===== src/rtl/isq_lin_buf.sv =====
// Issue-queue line buffer: holds renamed instructions in ISQ_DEPTH slots and
// presents one {slot_idx, inst} line per slot to the downstream tpu_lin slots.
// Slots are allocated lowest-free-first and released by the issue stage.
module isq_lin_buf #(
  parameter int INST_WIDTH       = 22,
  parameter int ISQ_IDX_BITS_NUM = 2,
  parameter int ISQ_DEPTH        = 4
) (
  input  logic                                           clk,
  input  logic                                           rst_n,
  input  logic                                           ins_vld,
  input  logic [INST_WIDTH-1:0]                          ins,
  output logic                                           ins_rdy,
  input  logic                                           iss_vld,
  input  logic [ISQ_IDX_BITS_NUM-1:0]                    iss_idx,
  input  logic                                           flush,
  output logic [ISQ_DEPTH*(INST_WIDTH+ISQ_IDX_BITS_NUM)-1:0] isq_lin_out,
  output logic [ISQ_DEPTH-1:0]                           occ_vec,
  output logic [ISQ_IDX_BITS_NUM:0]                      cnt,
  output logic                                           full,
  output logic                                           empty
);

  localparam int ISQ_LINE_WIDTH = INST_WIDTH + ISQ_IDX_BITS_NUM;
  localparam int CNT_W          = ISQ_IDX_BITS_NUM + 1;

  logic [INST_WIDTH-1:0]       inst_q [ISQ_DEPTH];
  logic [INST_WIDTH-1:0]       inst_d [ISQ_DEPTH];
  logic [ISQ_DEPTH-1:0]        occ_q, occ_d;
  logic [CNT_W-1:0]            cnt_q, cnt_d;

  logic                        accept;
  logic                        iss_hit;
  logic                        free_found;
  logic [ISQ_IDX_BITS_NUM-1:0] alloc_idx;

  // Status flags come straight from registered state; flush blocks intake in the same cycle.
  always_comb begin
    full    = (cnt_q == CNT_W'(ISQ_DEPTH));
    empty   = (cnt_q == '0);
    ins_rdy = ~full & ~flush;
    occ_vec = occ_q;
    cnt     = cnt_q;
  end

  // Lowest-numbered free slot, judged on pre-edge occupancy so a slot being freed is never reused.
  always_comb begin
    free_found = 1'b0;
    alloc_idx  = '0;
    for (int i = 0; i < ISQ_DEPTH; i++) begin
      if (!free_found && !occ_q[i]) begin
        free_found = 1'b1;
        alloc_idx  = ISQ_IDX_BITS_NUM'(i);
      end
    end
  end

  // Next-state: flush wins, otherwise issue release and allocation apply together.
  always_comb begin
    accept  = ins_vld & ins_rdy & ins[INST_WIDTH-1] & free_found;
    iss_hit = iss_vld & occ_q[iss_idx];
    occ_d   = occ_q;
    cnt_d   = cnt_q;
    for (int i = 0; i < ISQ_DEPTH; i++) begin
      inst_d[i] = inst_q[i];
    end
    if (flush) begin
      occ_d = '0;
      cnt_d = '0;
      for (int i = 0; i < ISQ_DEPTH; i++) begin
        inst_d[i] = '0;
      end
    end else begin
      if (iss_hit) begin
        occ_d[iss_idx]  = 1'b0;
        inst_d[iss_idx] = '0;
      end
      if (accept) begin
        occ_d[alloc_idx]  = 1'b1;
        inst_d[alloc_idx] = ins;
      end
      cnt_d = cnt_q + CNT_W'(accept) - CNT_W'(iss_hit);
    end
  end

  // Slot storage and occupancy; reset clears everything so free lines carry an invalid instruction.
  always_ff @(posedge clk or negedge rst_n) begin
    if (!rst_n) begin
      occ_q <= '0;
      cnt_q <= '0;
      for (int i = 0; i < ISQ_DEPTH; i++) begin
        inst_q[i] <= '0;
      end
    end else begin
      occ_q <= occ_d;
      cnt_q <= cnt_d;
      for (int i = 0; i < ISQ_DEPTH; i++) begin
        inst_q[i] <= inst_d[i];
      end
    end
  end

  // Each output line pairs its constant slot index with the registered instruction.
  for (genvar g = 0; g < ISQ_DEPTH; g++) begin : g_line
    assign isq_lin_out[g*ISQ_LINE_WIDTH +: ISQ_LINE_WIDTH] =
      {ISQ_IDX_BITS_NUM'(g), inst_q[g]};
  end

endmodule


===== config.mk =====
export PLATFORM = sky130hd
export DESIGN_NAME = isq_lin_buf
export DESIGN_NICKNAME = d
export VERILOG_FILES = /design/src/rtl/isq_lin_buf.sv
export SDC_FILE = /design/constraint.sdc
export NUM_CORES = 1
export LEC_CHECK = 0
export CAP_MARGIN = 20
export CORE_MARGIN = 1.5
export CORE_UTILIZATION = 50
export DETAILED_ROUTE_END_ITERATION = 8
export PLACE_DENSITY = 0.88
export SYNTH_ARGS = -nofsm -noshare
export SYNTH_HDL_FRONTEND = slang
export SYNTH_SLANG_ARGS = --single-unit

===== constraint.sdc =====
create_clock -name clk -period 5.5 [get_ports clk]
set_clock_uncertainty 0.1 [all_clocks]
set_input_delay 0.825 -clock clk [delete_from_list [all_inputs] [get_ports clk]]
set_output_delay 0.825 -clock clk [all_outputs]
set_load 0.05 [all_outputs]

Word-level counts from Yosys, hierarchy flattened
Index checks and enable logic that the tools add are counted.
{"block": "classes", "n_eq_ne": 1, "magnitude_cmp": 8, "bitwise": 14, "n_addsub": 2, "mux": 27, "reduce_logical": 13}
{"cell": "two-way mux 88 bit", "count": 4}
{"cell": "AND 88 bit", "count": 1}
{"cell": "bitwise mux 88 bit", "count": 1}
{"cell": "demux 22 bit (select 2 bit)", "count": 2}
{"cell": "inverter 88 bit", "count": 1}
{"cell": "two-way mux 22 bit", "count": 2}
{"cell": "two-way mux 4 bit", "count": 4}
{"cell": "two-way mux 1 bit", "count": 8}
{"cell": "logical AND 1 bit", "count": 7}
{"cell": "greater-or-equal comparator 3 bit, second input constant", "count": 2}
{"cell": "< comparator 2 x 3 -> 1 bit, second input constant", "count": 2}
{"cell": "< comparator 3 x 1 -> 1 bit, second input constant", "count": 2}
{"cell": "inverter 2 -> 3 bit", "count": 2}
{"cell": "AND 1 bit", "count": 5}
{"cell": "zero test 1 bit", "count": 5}
{"cell": "AND 4 bit", "count": 1}
{"cell": "demux 1 bit (select 2 bit)", "count": 2}
{"cell": "greater-or-equal comparator 2 x 1 -> 1 bit, second input constant", "count": 2}
{"cell": "two-way mux 2 bit", "count": 2}
{"cell": "inverter 4 bit", "count": 1}
{"cell": "OR 4 bit", "count": 1}
{"cell": "adder 3 x 1 -> 3 bit", "count": 1}
{"cell": "== test 3 bit, second input constant", "count": 1}
{"cell": "zero test 3 bit", "count": 1}
{"cell": "4 further kinds", "count": 5}
{"block": "word_totals", "inputBits": 29, "word_cells": 71, "output_inout_bits": 106, "regBits": 95}

Logic depth before layout (Yosys ltp)
{"block": "depth", "ltp_word": 17, "mapped_depth": 13, "depth_no_buf": 11}

Least setup slack after synthesis
Ideal clock, no wire load.
{"block": "synth_path", "path_kind": "flip-flop to flip-flop", "start": "register cnt_q[2] (netlist: cnt[2])", "end": "register cnt_q[2] (netlist: cnt[2])", "setup_ps": 86, "n_path_buf": 2, "path_stages_with_launch": 14, "t_required_ps": 5314, "arrival_time_ps": 2944, "path_slack_ps": 2370, "cell_sequence": "dfrtp_1 nor3b_1 buf_2 buf_2 nor2_1 nand2_1 ha_1 inv_1 ha_1 inv_1 fa_1 xor2_1 and2_1 nor3_1"}
{"block": "synth_via", "elab_chain_len": 9}
{"item": "start: declaration", "line": "30", "source": "logic [CNT_W-1:0] cnt_q, cnt_d;"}
{"item": "start signal: assignment", "line": "96", "source": "cnt_q <= cnt_d;"}
{"item": "== test 3 bit", "line": "39", "source": "full = (cnt_q == CNT_W'(ISQ_DEPTH));"}
{"item": "named net full", "line": "20", "source": "output logic full,"}
{"item": "inverter 1 bit", "line": "41", "source": "ins_rdy = ~full & ~flush;"}
{"item": "AND 1 bit", "line": "41"}
{"item": "AND 1 bit (3 in series)", "line": "60", "source": "accept = ins_vld & ins_rdy & ins[INST_WIDTH-1] & free_found;"}
{"item": "adder 3 x 1 -> 3 bit", "line": "82", "source": "cnt_d = cnt_q + CNT_W'(accept) - CNT_W'(iss_hit);"}
{"item": "subtractor 3 x 1 -> 3 bit", "line": "82"}
{"item": "two-way mux 3 bit", "line": "67", "source": "if (flush) begin"}
{"item": "named net cnt_d[2]", "line": "30"}
The timed path passes the listed nets, and every way through them passes these cells.

Final worst setup path
{"block": "layout_path", "start": "input flush", "end": "register cnt_q[2] (netlist: cnt[2])"}
{"block": "layout_via", "elab_chain_len": 8}
{"item": "start: declaration", "line": "16", "source": "input logic flush,"}
{"item": "inverter 1 bit", "line": "41"}
{"item": "AND 1 bit", "line": "41"}
{"item": "AND 1 bit (3 in series)", "line": "60"}
{"item": "adder 3 x 1 -> 3 bit", "line": "82"}
{"item": "subtractor 3 x 1 -> 3 bit", "line": "82"}
{"item": "two-way mux 3 bit *", "line": "67"}
{"item": "named net cnt_d[2]", "line": "30"}
Mark *: on every way through the listed nets, which the timed path passes. The rest lies on a longest branch.

==> summary.md <==
| Metric | Value |
|---|---|
| Status | finished clean |
| Seq/Total Area, Yosys | 54.7% |
| Mapped Cells | 376 |
| Seq cells post-synth | 95 |
| Largest family of logic cells by synthesized area | simple AND/OR/NAND/NOR gates |
| Placeable Area | 8300 µm² |
| Pin count of the biggest net entering global routing | 72 |
| # setup viols final | 0 |
| Final period utilization | a little over two thirds |
| FF-to-FF End | cnt[2] |
| Drt wl/cell | 19.7 µm |
| Place WS | 1.34 ns |
| Post-detailed-route count of antenna-violating nets | 0 |
| I/O pins | 135 |
| Num rows | 33 |
| PortBufs | 126 |
| Critical Path Start Type | input pin |
| Most frequent cells in the layout | clkdlybuf4s50_1, dfrtp_1, mux2i_1, nand3_1, nand2_1 |
| Post-CTS Setup Bufs | 0 |
| Most common cell after layout, fill and taps aside | clkdlybuf4s50_1 |
| GRT Util Overall | 26.8% |
| Clk buf depth | 2 |
| Worst setup margin | 1.67 ns |
| Clk_lat worst skew | roughly 0.35 ns |
| Reg clk slew, reported paths | 0.10 ns |
| Vias in the first global route | 3,417 |
| Post_cts resized | 0 |
| WP data arrival | 4.01 ns |
| DRC viols | 0 |
| Combinational Power Share | 12.4% |
| Worst vdd ir | 0.182 mV |
| Final-stage net count | between 500 and 600 |
| Critical path start-end classification | in -> reg |
| CTS Hold Buffers Added | 0 |
| DR vias | approximately 3,500 |
| Net Sw Frac | 26.1% |
| First-pass GRT wire length | 18.5 mm |
| Synthesized area per cell | 11.6 µm² |
| Post-synthesis xor/xnor area fraction | 0.202% |
| Post-synthesis mux area share | approximately 15% |
| Drt first pass iters | 4 |
| Total die area | between 9000 and 10,000 µm² |
| Die Y | 96.2 µm |
| Synth Area in Simple Gates | 17.2% |
| Distinct cells, synth | 38 |
| Gpl congestion | ~0.90 |
| Post-Route Setup TNS | 0 ns |
| Clock power share | 38.1% |
| Sink Count | 95 |
| P_sw | ~0.00038 W |
| Syn Std Cell Area | 4350 µm² |
| Initial DRC Count | roughly 230 |
| Compound-Gate Fraction of Synth Area | 5.90% |
| Actual slew at the worst max-slew pin | roughly 1.1 ns |
| Worst hold path class | in -> async |
| Die width | between 90 and 100 µm |
| Grt total ovfl | 0 |
| Worst R2R Path Depth | 10 |
| Maximum fanout along the worst path | 34 |
| Worst r2r src | occ_vec[0] |
| Final Max Slew Viols | 0 |
| Rel. slew slack | about a quarter |
| Minimum clock period | 3.83 ns |
| Maxcap violations | 0 |
| CTS Buf Count | 9 |
| Crit. End Element | flip-flop |
| Lkg Pwr | 2.74 nW |
| N_diodes | 0 |
| Flop-to-flop setup slack | 2.46 ns |
| Fmax | 261 MHz |
| PD cells | 247 nW/µm² |
| Adder-Cell Fraction of Synth Area | 1.04% |
| H-tree depth | 3 |
| Total power | 0.00145 W |
| Via density | 5.81 |
| CTS tree | built |
| Critical Path RT | 5.68 ns |
| Initial antenna violation count | 0 |
| Synth warn | 0 |
| Flop pwr share | approximately half |
| Finished Layout Cells | 596 |
| Layout filler cell count | 589 |
| Int Power | 0.00107 W |
| Drt total wl | 11.7 mm |
| Inst Count DP | ~580 |
| Root Buffer | clkbuf_8 |
| Initial Util | 52.4% |
| RSZ-0062 raised after global routing | no |
| Area Growth Syn to Fin | 35.2% |
| Fraction of final layout cells with drive strength greater than 1 | between 9 and 10% |
| DP HPWL | roughly 7.9 mm |
| Final hold vios | 0 |
-- layer usage --
metal / vias up / global-route usage [%] / share of wire (%)
met5: - / 0 / 0
met3: 16 / 5.85 / 8.5
met2: 182 / 42.5 / 48
met4: 0 / 6.99 / 1.6
li1: 1548 / - / -
met1: 1715 / 37.4 / 42
-- worst max-delay path, cell delays in order --
cell and delay [ns]:
clkdlybuf4s50_1 0.40, buf_4 0.24, nand3b_1 0.71, nor2_1 0.33, nand2_1 0.09, ha_1 0.30, inv_1 0.06, ha_1 0.14
inv_1 0.06, fa_1 0.41, xor2_1 0.16, and2_1 0.16, nor3_1 0.12
-- area by class of cell --
| class | instances | area (µm²) | share of cell area (%) |
|---|---|---|---|
| timing repair buffer | 134 | 1340 | 22.9 |
| sequential | 95 | 2380 | 40.5 |
| multi-input combinational | 241 | 1760 | 30.0 |
| clock buffer | 10 | 128 | 2.17 |
| inverter | 5 | 18.8 | 0.320 |
| tap | 105 | 131 | 2.24 |
| clock inverter | 6 | 116 | 1.98 |
-- cell families (layout without fill, tap and decap cells) --
family	count (synthesis)	in the layout
buffers and inverters	46	155
adder cells (fa/ha/maj)	3	3
XOR/XNOR	1	1
multiplexers	64	64
AO/OA/AOI/OAI	32	32
flip-flops	95	95
AND/OR/NAND/NOR	133	133
other	2	8
-- state kept, by name, summed over array words and instances (netlist names) --
signal and flops:
isq_lin_out 88, cnt 3, occ_vec 4
-- worst max path at each step --
stage / to / startpoint / slack (ns)
floorplan: cnt[2] / cnt[2] / 2.37
global placement: cnt[2] / flush / 1.45
detailed placement: cnt[2] / flush / 1.34
CTS: cnt[2] / flush / 1.67
global route: cnt[2] / flush / 1.43
finish: cnt[2] / flush / 1.67
-- Yosys cell counts --
| cell type | count | area, µm² |
|---|---|---|
| a21oi_1 | 4 | 20.0 |
| a31o_2 | 18 | 158 |
| xor2_1 | 1 | 8.76 |
| inv_1 | 4 | 15.0 |
| conb_1 | 2 | 7.51 |
| nand4b_4 | 1 | 23.8 |
| nand4b_1 | 2 | 17.5 |
| clkbuf_1 | 20 | 75.1 |
| or3_1 | 2 | 12.5 |
| o21a_1 | 2 | 15.0 |
| a21boi_0 | 1 | 7.51 |
| nand3b_1 | 1 | 7.51 |
| buf_2 | 5 | 25.0 |
| nand3_1 | 43 | 215 |
| buf_6 | 3 | 33.8 |
| nor3b_1 | 2 | 15.0 |
| nor2_1 | 5 | 18.8 |
| dfrtp_1 | 95 | 2380 |
| fa_1 | 1 | 20.0 |
| clkinv_1 | 1 | 3.75 |
| mux2i_1 | 63 | 631 |
| a41oi_1 | 1 | 8.76 |
| buf_4 | 13 | 97.6 |
| and2_1 | 3 | 18.8 |
| o21ai_0 | 1 | 5.00 |
| ha_1 | 2 | 25.0 |
| nor3_1 | 2 | 10.0 |
| a31oi_1 | 1 | 6.26 |
| nor4_1 | 21 | 131 |
| nor2b_1 | 1 | 6.26 |
| a31o_1 | 3 | 26.3 |
| o211a_1 | 1 | 10.0 |
| nor4b_4 | 1 | 23.8 |
| nand4_1 | 1 | 6.26 |
| nand2_1 | 26 | 97.6 |
| or4_4 | 1 | 11.3 |
| nand2b_1 | 21 | 131 |
| mux4_2 | 1 | 22.5 |
-- power groups by stage --
stage	Clock (W)	Sequential [W]	Combinational, W
after floorplan	0	0.000758	0.0000761
after global placement	0	0.000730	0.000173
after detailed placement	0	0.000730	0.000179
after CTS	0.000560	0.000717	0.000180
after global routing	0.000591	0.000719	0.000192
final	0.000552	0.000717	0.000180
-- per-stage QoR --
| step | hold WS (ns) | utilization, % | cell area (µm²) |
|---|---|---|---|
| 2_1_floorplan | 0.429 | - | 4370 |
| 3_3_place_gp | 0.394 | 67.4 | 5590 |
| 3_5_place_dp | 0.403 | 67.7 | 5620 |
| 4_1_cts | 0.252 | 70.6 | 5860 |
| 5_1_grt | 0.259 | 70.8 | 5870 |
| 6_report | 0.251 | 70.8 | 5870 |
No activity file was read; power rests on OpenSTA's default activity.
